### config.mk
export PLATFORM = sky130hd
export DESIGN_NAME = rca_repair_ctrl_flat
export DESIGN_NICKNAME = d
export VERILOG_FILES = /design/src/rtl/rca_repair_ctrl_if.sv /design/src/rtl/rca_repair_ctrl.sv /design/src/flat_wrapper.sv
export SDC_FILE = /design/constraint.sdc
export NUM_CORES = 1
export LEC_CHECK = 0
export CAP_MARGIN = 20
export CORE_ASPECT_RATIO = 1.5
export CORE_MARGIN = 3
export CORE_UTILIZATION = 35
export DETAILED_ROUTE_END_ITERATION = 8
export GPL_ROUTABILITY_DRIVEN = 0
export PLACE_DENSITY = 0.68
export SYNTH_ARGS = -nofsm -noshare
export SYNTH_HDL_FRONTEND = slang
export SYNTH_SLANG_ARGS = --single-unit
### constraint.sdc
create_clock -name clk -period 3.2 [get_ports clk]
set_input_delay 0.64 -clock clk [delete_from_list [all_inputs] [get_ports clk]]
set_output_delay 0.64 -clock clk [all_outputs]
set_load 0.05 [all_outputs]
### src/rtl/rca_repair_ctrl_if.sv
// Bundle of every signal between the repair controller and its environment:
// the start/status handshake, the test stimulus driven into the adder array,
// the per-adder observations coming back, and the steering word.
// master = controller side, slave = environment (adder array + requester).

interface rca_repair_ctrl_if;
    logic       start;
    logic       busy;
    logic       done;
    logic       repaired;
    logic       fail;
    logic [3:0] fault_mask;
    logic       test;
    logic [3:0] at;
    logic [3:0] bt;
    logic       cint;
    logic [3:0] adder_sums;
    logic [3:0] adder_carrys;
    logic [2:0] is;
    logic [4:0] cs;
    logic [3:0] ss;

    modport master (
        input  start, adder_sums, adder_carrys,
        output busy, done, repaired, fail, fault_mask,
               test, at, bt, cint, is, cs, ss
    );

    modport slave (
        output start, adder_sums, adder_carrys,
        input  busy, done, repaired, fail, fault_mask,
               test, at, bt, cint, is, cs, ss
    );
endinterface

### src/rtl/rca_repair_ctrl.sv
// rca_repair_ctrl: built-in self-test and repair controller for the 4-bit
// ripple-carry adder with one spare full adder (fa0..fa3 active, fa4 spare).
// A run walks a vector sequence through the array in test mode, flags each
// adder whose sum/carry disagrees with the golden full-adder function of its
// own observed inputs, then steers around a single faulty adder or reports
// the array unrepairable.
//
// Build option: define RCA_REPAIR_EXHAUSTIVE_EN for the exhaustive 512-vector
// sequence ({cint, bt, at} = k). Without it, an 8-vector sequence is used
// that broadcasts k[0] on at, k[1] on bt and k[2] on cint.

module rca_repair_ctrl (
    input  logic              clk,
    input  logic              rst,
    rca_repair_ctrl_if.master bus
);

`ifdef RCA_REPAIR_EXHAUSTIVE_EN
    localparam int CW = 9;
`else
    localparam int CW = 3;
`endif

    // Both vector counts are powers of two, so the last index is all ones.
    localparam logic [CW-1:0] LAST_VEC = '1;

    typedef enum logic [1:0] {IDLE, RUN, EVAL, DONE} state_t;

    state_t        state;
    state_t        state_next;
    logic [CW-1:0] vec_cnt;
    logic [CW-1:0] vec_cnt_inc;
    logic [8:0]    next_vec;
    logic [3:0]    carry_in;
    logic [3:0]    exp_sum;
    logic [3:0]    exp_carry;
    logic [3:0]    mismatch;
    logic [2:0]    fault_count;
    logic [3:0]    at_or_above;
    logic [2:0]    eval_is;
    logic [4:0]    eval_cs;
    logic [3:0]    eval_ss;
    logic          eval_repaired;
    logic          eval_fail;

    // Maps a vector index to {cint, bt, at}.
    function automatic logic [8:0] vector_of(input logic [CW-1:0] k);
`ifdef RCA_REPAIR_EXHAUSTIVE_EN
        return k;
`else
        return {k[2], {4{k[1]}}, {4{k[0]}}};
`endif
    endfunction

    assign vec_cnt_inc = vec_cnt + 1'b1;
    assign next_vec    = vector_of(vec_cnt_inc);

    // State register.
    always_ff @(posedge clk or posedge rst) begin
        if (rst) begin
            state <= IDLE;
        end else begin
            state <= state_next;
        end
    end

    // Next-state logic: start is only honoured when not busy.
    always_comb begin
        state_next = state;
        case (state)
            IDLE, DONE: if (bus.start) state_next = RUN;
            RUN:        if (vec_cnt == LAST_VEC) state_next = EVAL;
            EVAL:       state_next = DONE;
            default:    state_next = IDLE;
        endcase
    end

    // Golden check of every adder against its own observed carry-in, so a
    // faulty upstream carry never blames a healthy downstream adder.
    always_comb begin
        carry_in  = {bus.adder_carrys[2:0], bus.cint};
        exp_sum   = bus.at ^ bus.bt ^ carry_in;
        exp_carry = (bus.at & bus.bt) | (bus.at & carry_in) | (bus.bt & carry_in);
        mismatch  = (bus.adder_sums ^ exp_sum) | (bus.adder_carrys ^ exp_carry);
    end

    // Steering word from the final mask; with a single faulty adder j every
    // position from j upward shifts one adder up towards the spare.
    always_comb begin
        fault_count   = '0;
        at_or_above   = '0;
        eval_is       = 3'b000;
        eval_cs       = 5'b10000;
        eval_ss       = 4'b0000;
        eval_repaired = 1'b0;
        eval_fail     = 1'b0;
        for (int i = 0; i < 4; i++) begin
            fault_count = fault_count + {2'b00, bus.fault_mask[i]};
        end
        at_or_above[0] = bus.fault_mask[0];
        for (int i = 1; i < 4; i++) begin
            at_or_above[i] = at_or_above[i-1] | bus.fault_mask[i];
        end
        if (fault_count == 3'd1) begin
            eval_is       = at_or_above[2:0];
            eval_cs       = {1'b0, bus.fault_mask};
            eval_ss       = at_or_above;
            eval_repaired = 1'b1;
        end else if (fault_count >= 3'd2) begin
            eval_fail     = 1'b1;
        end
    end

    // Registered outputs, vector counter and fault mask accumulation.
    always_ff @(posedge clk or posedge rst) begin
        if (rst) begin
            vec_cnt        <= '0;
            bus.busy       <= 1'b0;
            bus.done       <= 1'b0;
            bus.repaired   <= 1'b0;
            bus.fail       <= 1'b0;
            bus.fault_mask <= 4'b0000;
            bus.test       <= 1'b0;
            bus.at         <= 4'b0000;
            bus.bt         <= 4'b0000;
            bus.cint       <= 1'b0;
            bus.is         <= 3'b000;
            bus.cs         <= 5'b10000;
            bus.ss         <= 4'b0000;
        end else begin
            case (state)
                IDLE, DONE: begin
                    if (bus.start) begin
                        vec_cnt                      <= '0;
                        bus.busy                     <= 1'b1;
                        bus.done                     <= 1'b0;
                        bus.repaired                 <= 1'b0;
                        bus.fail                     <= 1'b0;
                        bus.fault_mask               <= 4'b0000;
                        bus.test                     <= 1'b1;
                        {bus.cint, bus.bt, bus.at}   <= vector_of('0);
                        bus.is                       <= 3'b000;
                        bus.cs                       <= 5'b10000;
                        bus.ss                       <= 4'b0000;
                    end
                end
                RUN: begin
                    bus.fault_mask <= bus.fault_mask | mismatch;
                    if (vec_cnt == LAST_VEC) begin
                        bus.test <= 1'b0;
                        bus.at   <= 4'b0000;
                        bus.bt   <= 4'b0000;
                        bus.cint <= 1'b0;
                    end else begin
                        vec_cnt                    <= vec_cnt_inc;
                        {bus.cint, bus.bt, bus.at} <= next_vec;
                    end
                end
                EVAL: begin
                    bus.is       <= eval_is;
                    bus.cs       <= eval_cs;
                    bus.ss       <= eval_ss;
                    bus.repaired <= eval_repaired;
                    bus.fail     <= eval_fail;
                    bus.done     <= 1'b1;
                    bus.busy     <= 1'b0;
                end
                default: begin
                    bus.busy <= 1'b0;
                end
            endcase
        end
    end

endmodule
### src/flat_wrapper.sv
// flat-port wrapper written by rule: the top's interface ports become plain ports
module rca_repair_ctrl_flat 
  (clk, rst, bus_start, bus_adder_sums, bus_adder_carrys, bus_busy, bus_done, bus_repaired, bus_fail, bus_fault_mask, bus_test, bus_at, bus_bt, bus_cint, bus_is, bus_cs, bus_ss);
  rca_repair_ctrl_if bus_i ();
  input  logic clk;
  input  logic rst;
  input wire logic [$bits(bus_i.start)-1:0] bus_start;
  input wire logic [$bits(bus_i.adder_sums)-1:0] bus_adder_sums;
  input wire logic [$bits(bus_i.adder_carrys)-1:0] bus_adder_carrys;
  output wire logic [$bits(bus_i.busy)-1:0] bus_busy;
  output wire logic [$bits(bus_i.done)-1:0] bus_done;
  output wire logic [$bits(bus_i.repaired)-1:0] bus_repaired;
  output wire logic [$bits(bus_i.fail)-1:0] bus_fail;
  output wire logic [$bits(bus_i.fault_mask)-1:0] bus_fault_mask;
  output wire logic [$bits(bus_i.test)-1:0] bus_test;
  output wire logic [$bits(bus_i.at)-1:0] bus_at;
  output wire logic [$bits(bus_i.bt)-1:0] bus_bt;
  output wire logic [$bits(bus_i.cint)-1:0] bus_cint;
  output wire logic [$bits(bus_i.is)-1:0] bus_is;
  output wire logic [$bits(bus_i.cs)-1:0] bus_cs;
  output wire logic [$bits(bus_i.ss)-1:0] bus_ss;
  assign bus_i.start = bus_start;
  assign bus_i.adder_sums = bus_adder_sums;
  assign bus_i.adder_carrys = bus_adder_carrys;
  assign bus_busy = bus_i.busy;
  assign bus_done = bus_i.done;
  assign bus_repaired = bus_i.repaired;
  assign bus_fail = bus_i.fail;
  assign bus_fault_mask = bus_i.fault_mask;
  assign bus_test = bus_i.test;
  assign bus_at = bus_i.at;
  assign bus_bt = bus_i.bt;
  assign bus_cint = bus_i.cint;
  assign bus_is = bus_i.is;
  assign bus_cs = bus_i.cs;
  assign bus_ss = bus_i.ss;
  rca_repair_ctrl u_core (.clk(clk), .rst(rst), .bus(bus_i));
endmodule
==> run summary <==
Clock Tree Root: clkbuf_8
Layout cells sized above 1: 0.0667
Seq/Total Area, Yosys: 0.415
Main synth FF type: dfrtp_1
CTS HTree Levels: 1
PortBufs: 40
Crit path required time: 2.56 ns
Via count: 1113
Final ANT Viol Nets: 0
Antenna Cells: 0
Max FO, Critical Path: 8
Least-Margin Pin Slew: 0.553 ns
Startpoint Class: flip-flop
Syn avg cell area: 10.2 um2
Total setup buffers inserted after CTS: 0
Dpl ws: 1.02 ns
Final setup vio count: 0
Clock transition at path regs: 0.09 ns
Area grow syn2layout: 28.4%
Flops & latches, synth: 25
Cts-stage hold buffer count: 0
Commonest non-fill, non-tap cell in the layout: clkdlybuf4s50_1
Mapped Nets: 173
Worst Setup End Kind: output pin
Top cells by area, synth: dfrtp_1, ha_1, fa_1, buf_4, inv_1
Setup ws final: 0.867 ns
Drt pass-1 iters: 4
RSZ-0062 raised after global routing: no
Initial antenna violation count: 0
Die ar.: 0.00515 mm2
Met1 Use GR: 0.132
Crit path max-delay family: buffers and inverters
Yosys cell types: 34
Adder-Cell Fraction of Synth Area: 0.141
Vias in the first global route: 1147
Met3 Track Usage GR: 0.0179
Grt ovf: 0
Slew headroom: 0.624
Post-DR wirelength/cell: 13.5 um
Post-Syn Instances: 148
Worst hold path type: reg2reg
Iter 0 DRT Violations: 21
Die W: 59.6 um
Mapped Area: 0.00151 mm2
Worst-Skew Late Latency: 0.27 ns
Mux cell area share after synthesis: 0.0158
CTS resizes: 0
Worst path bufs/invs: 1
XOR/XNOR share of the synthesized area: 0.0464
CTS buffer count: 3
Post-synth ARST share: 1.00
Total wire length: 3050 um
Kind of critical path: reg2out
Max-cap viol count: 0
First-pass GRT wire length: 5130 um
Post-synthesis compound-gate area fraction: 0.153
Most frequent cells in the layout: clkdlybuf4s50_1, dfrtp_1, nand2_1, inv_1, o21ai_1
Post-synth top area share: 0.398
Fin nets: 206
Yosys warns: 0
Post-route setup TNS: 0 ns
Final period util: 0.729
GR Util All Layers: 0.131
Initial core utilization: 0.371
Final Hold Vio Count: 0
Vias per cell: 4.95
Hold WS: 0.463 ns
Core Footprint: 0.00406 mm2
Skew final: 0.00748 ns
Largest family of logic cells by synthesized area: compound AO/OA/AOI/OAI gates
Largest net degree at the start of global routing: 26
Tmin final: 2.33 ns
CP Cell Sequence: clkdlybuf4s50_1
Synth Area in Simple Gates: 0.124
Met2 usage: 0.255
IO Count: 41
Synth area leader: dfrtp_1
DIE HEIGHT: 86.4 um
Max Slew Vio Count: 0
CTS sink count: 25
# fillers: 398
CTS tree: built
Crit path DAT: 1.69 ns
Max Buffers Root-to-Sink: 2
Worst-path cell with the longest stage delay: clkdlybuf4s50_1
Worst path max stage delay: 0.88 ns
Reg area: 627 um2
DRC viols: 0
Post-synth EDFFs: 0
Busiest layer in global routing: met2
# rows: 28
Area of the multi-input gates: 724 um2
Max Fclk: 429 MHz
Detailed Place HPWL: 2510 um
Status: finished clean
per-layer routing:
layer | wire, um | part of all wire
met4 | 40 | 0.013
met3 | 123 | 0.040
met5 | 0 | 0
met1 | 1110 | 0.37
met2 | 1770 | 0.58
layout make-up:
cell class,count,area share
multi-input combinational,95,0.374
sequential,25,0.323
timing repair buffer,41,0.221
inverter,15,0.0291
tap,45,0.0291
clock buffer,3,0.0213
clock inverter,1,0.00258
synthesized netlist by cell type (2+ instances only):
| master | instances |
|---|---|
| ha_1 | 9 |
| nor2b_1 | 2 |
| o21ai_0 | 6 |
| xor2_1 | 4 |
| nand2_1 | 15 |
| o2bb2ai_1 | 2 |
| o21ai_1 | 11 |
| dfrtp_1 | 24 |
| nor2_1 | 7 |
| buf_4 | 10 |
| inv_1 | 15 |
| a22o_1 | 4 |
| xnor2_1 | 4 |
| nand2b_1 | 5 |
| a21oi_1 | 6 |
| buf_6 | 2 |
| fa_1 | 5 |
cell families after synthesis:
logic type      Yosys count
mux                       2
simple gates             35
buf+inv                  28
xor+xnor                  8
compound gates           36
flops                    25
fa+ha+maj                14
sequential cells by signal, summed over array words and instances, names as in the netlist, 2 cells and up:
register / flops
u_core.bus.fault_mask: 4
u_core.bus.cs: 4
u_core.vec_cnt: 3
u_core.bus.ss: 4
u_core.state: 2
through the flow:
stage | area, um2 | std cells | util
floorplan | 1510 | 148 | -
global placement | 1860 | 220 | 0.459
detailed placement | 1860 | 220 | 0.459
CTS | 1910 | 224 | 0.470
global route | 1940 | 225 | 0.477
finish | 1940 | 225 | 0.477
path summary, 6_finish.rpt:
| check | startpoint | end | slack, ns | depth (start not counted) |
|---|---|---|---|---|
| max in group asynchronous | rst | u_core.bus.cs[4] | 2.24 | 3 |
| worst max-delay path | u_core.bus.bt[2] | bus_bt[1] | 0.87 | 1 |
| worst min register to register | u_core.bus.cs[4] | u_core.bus.cs[4] | 0.46 | 2 |
| worst max register to register | u_core.bus.fault_mask[1] | u_core.bus.cs[2] | 1.01 | 8 |
| min in group asynchronous | rst | u_core.bus.ss[1] | 0.54 | 2 |
| worst min-delay path | u_core.bus.cs[4] | u_core.bus.cs[4] | 0.46 | 2 |
Power is left out: the tool's default activity adds up to more than one toggle a clock period on the data nets, which glitch-free logic cannot reach.
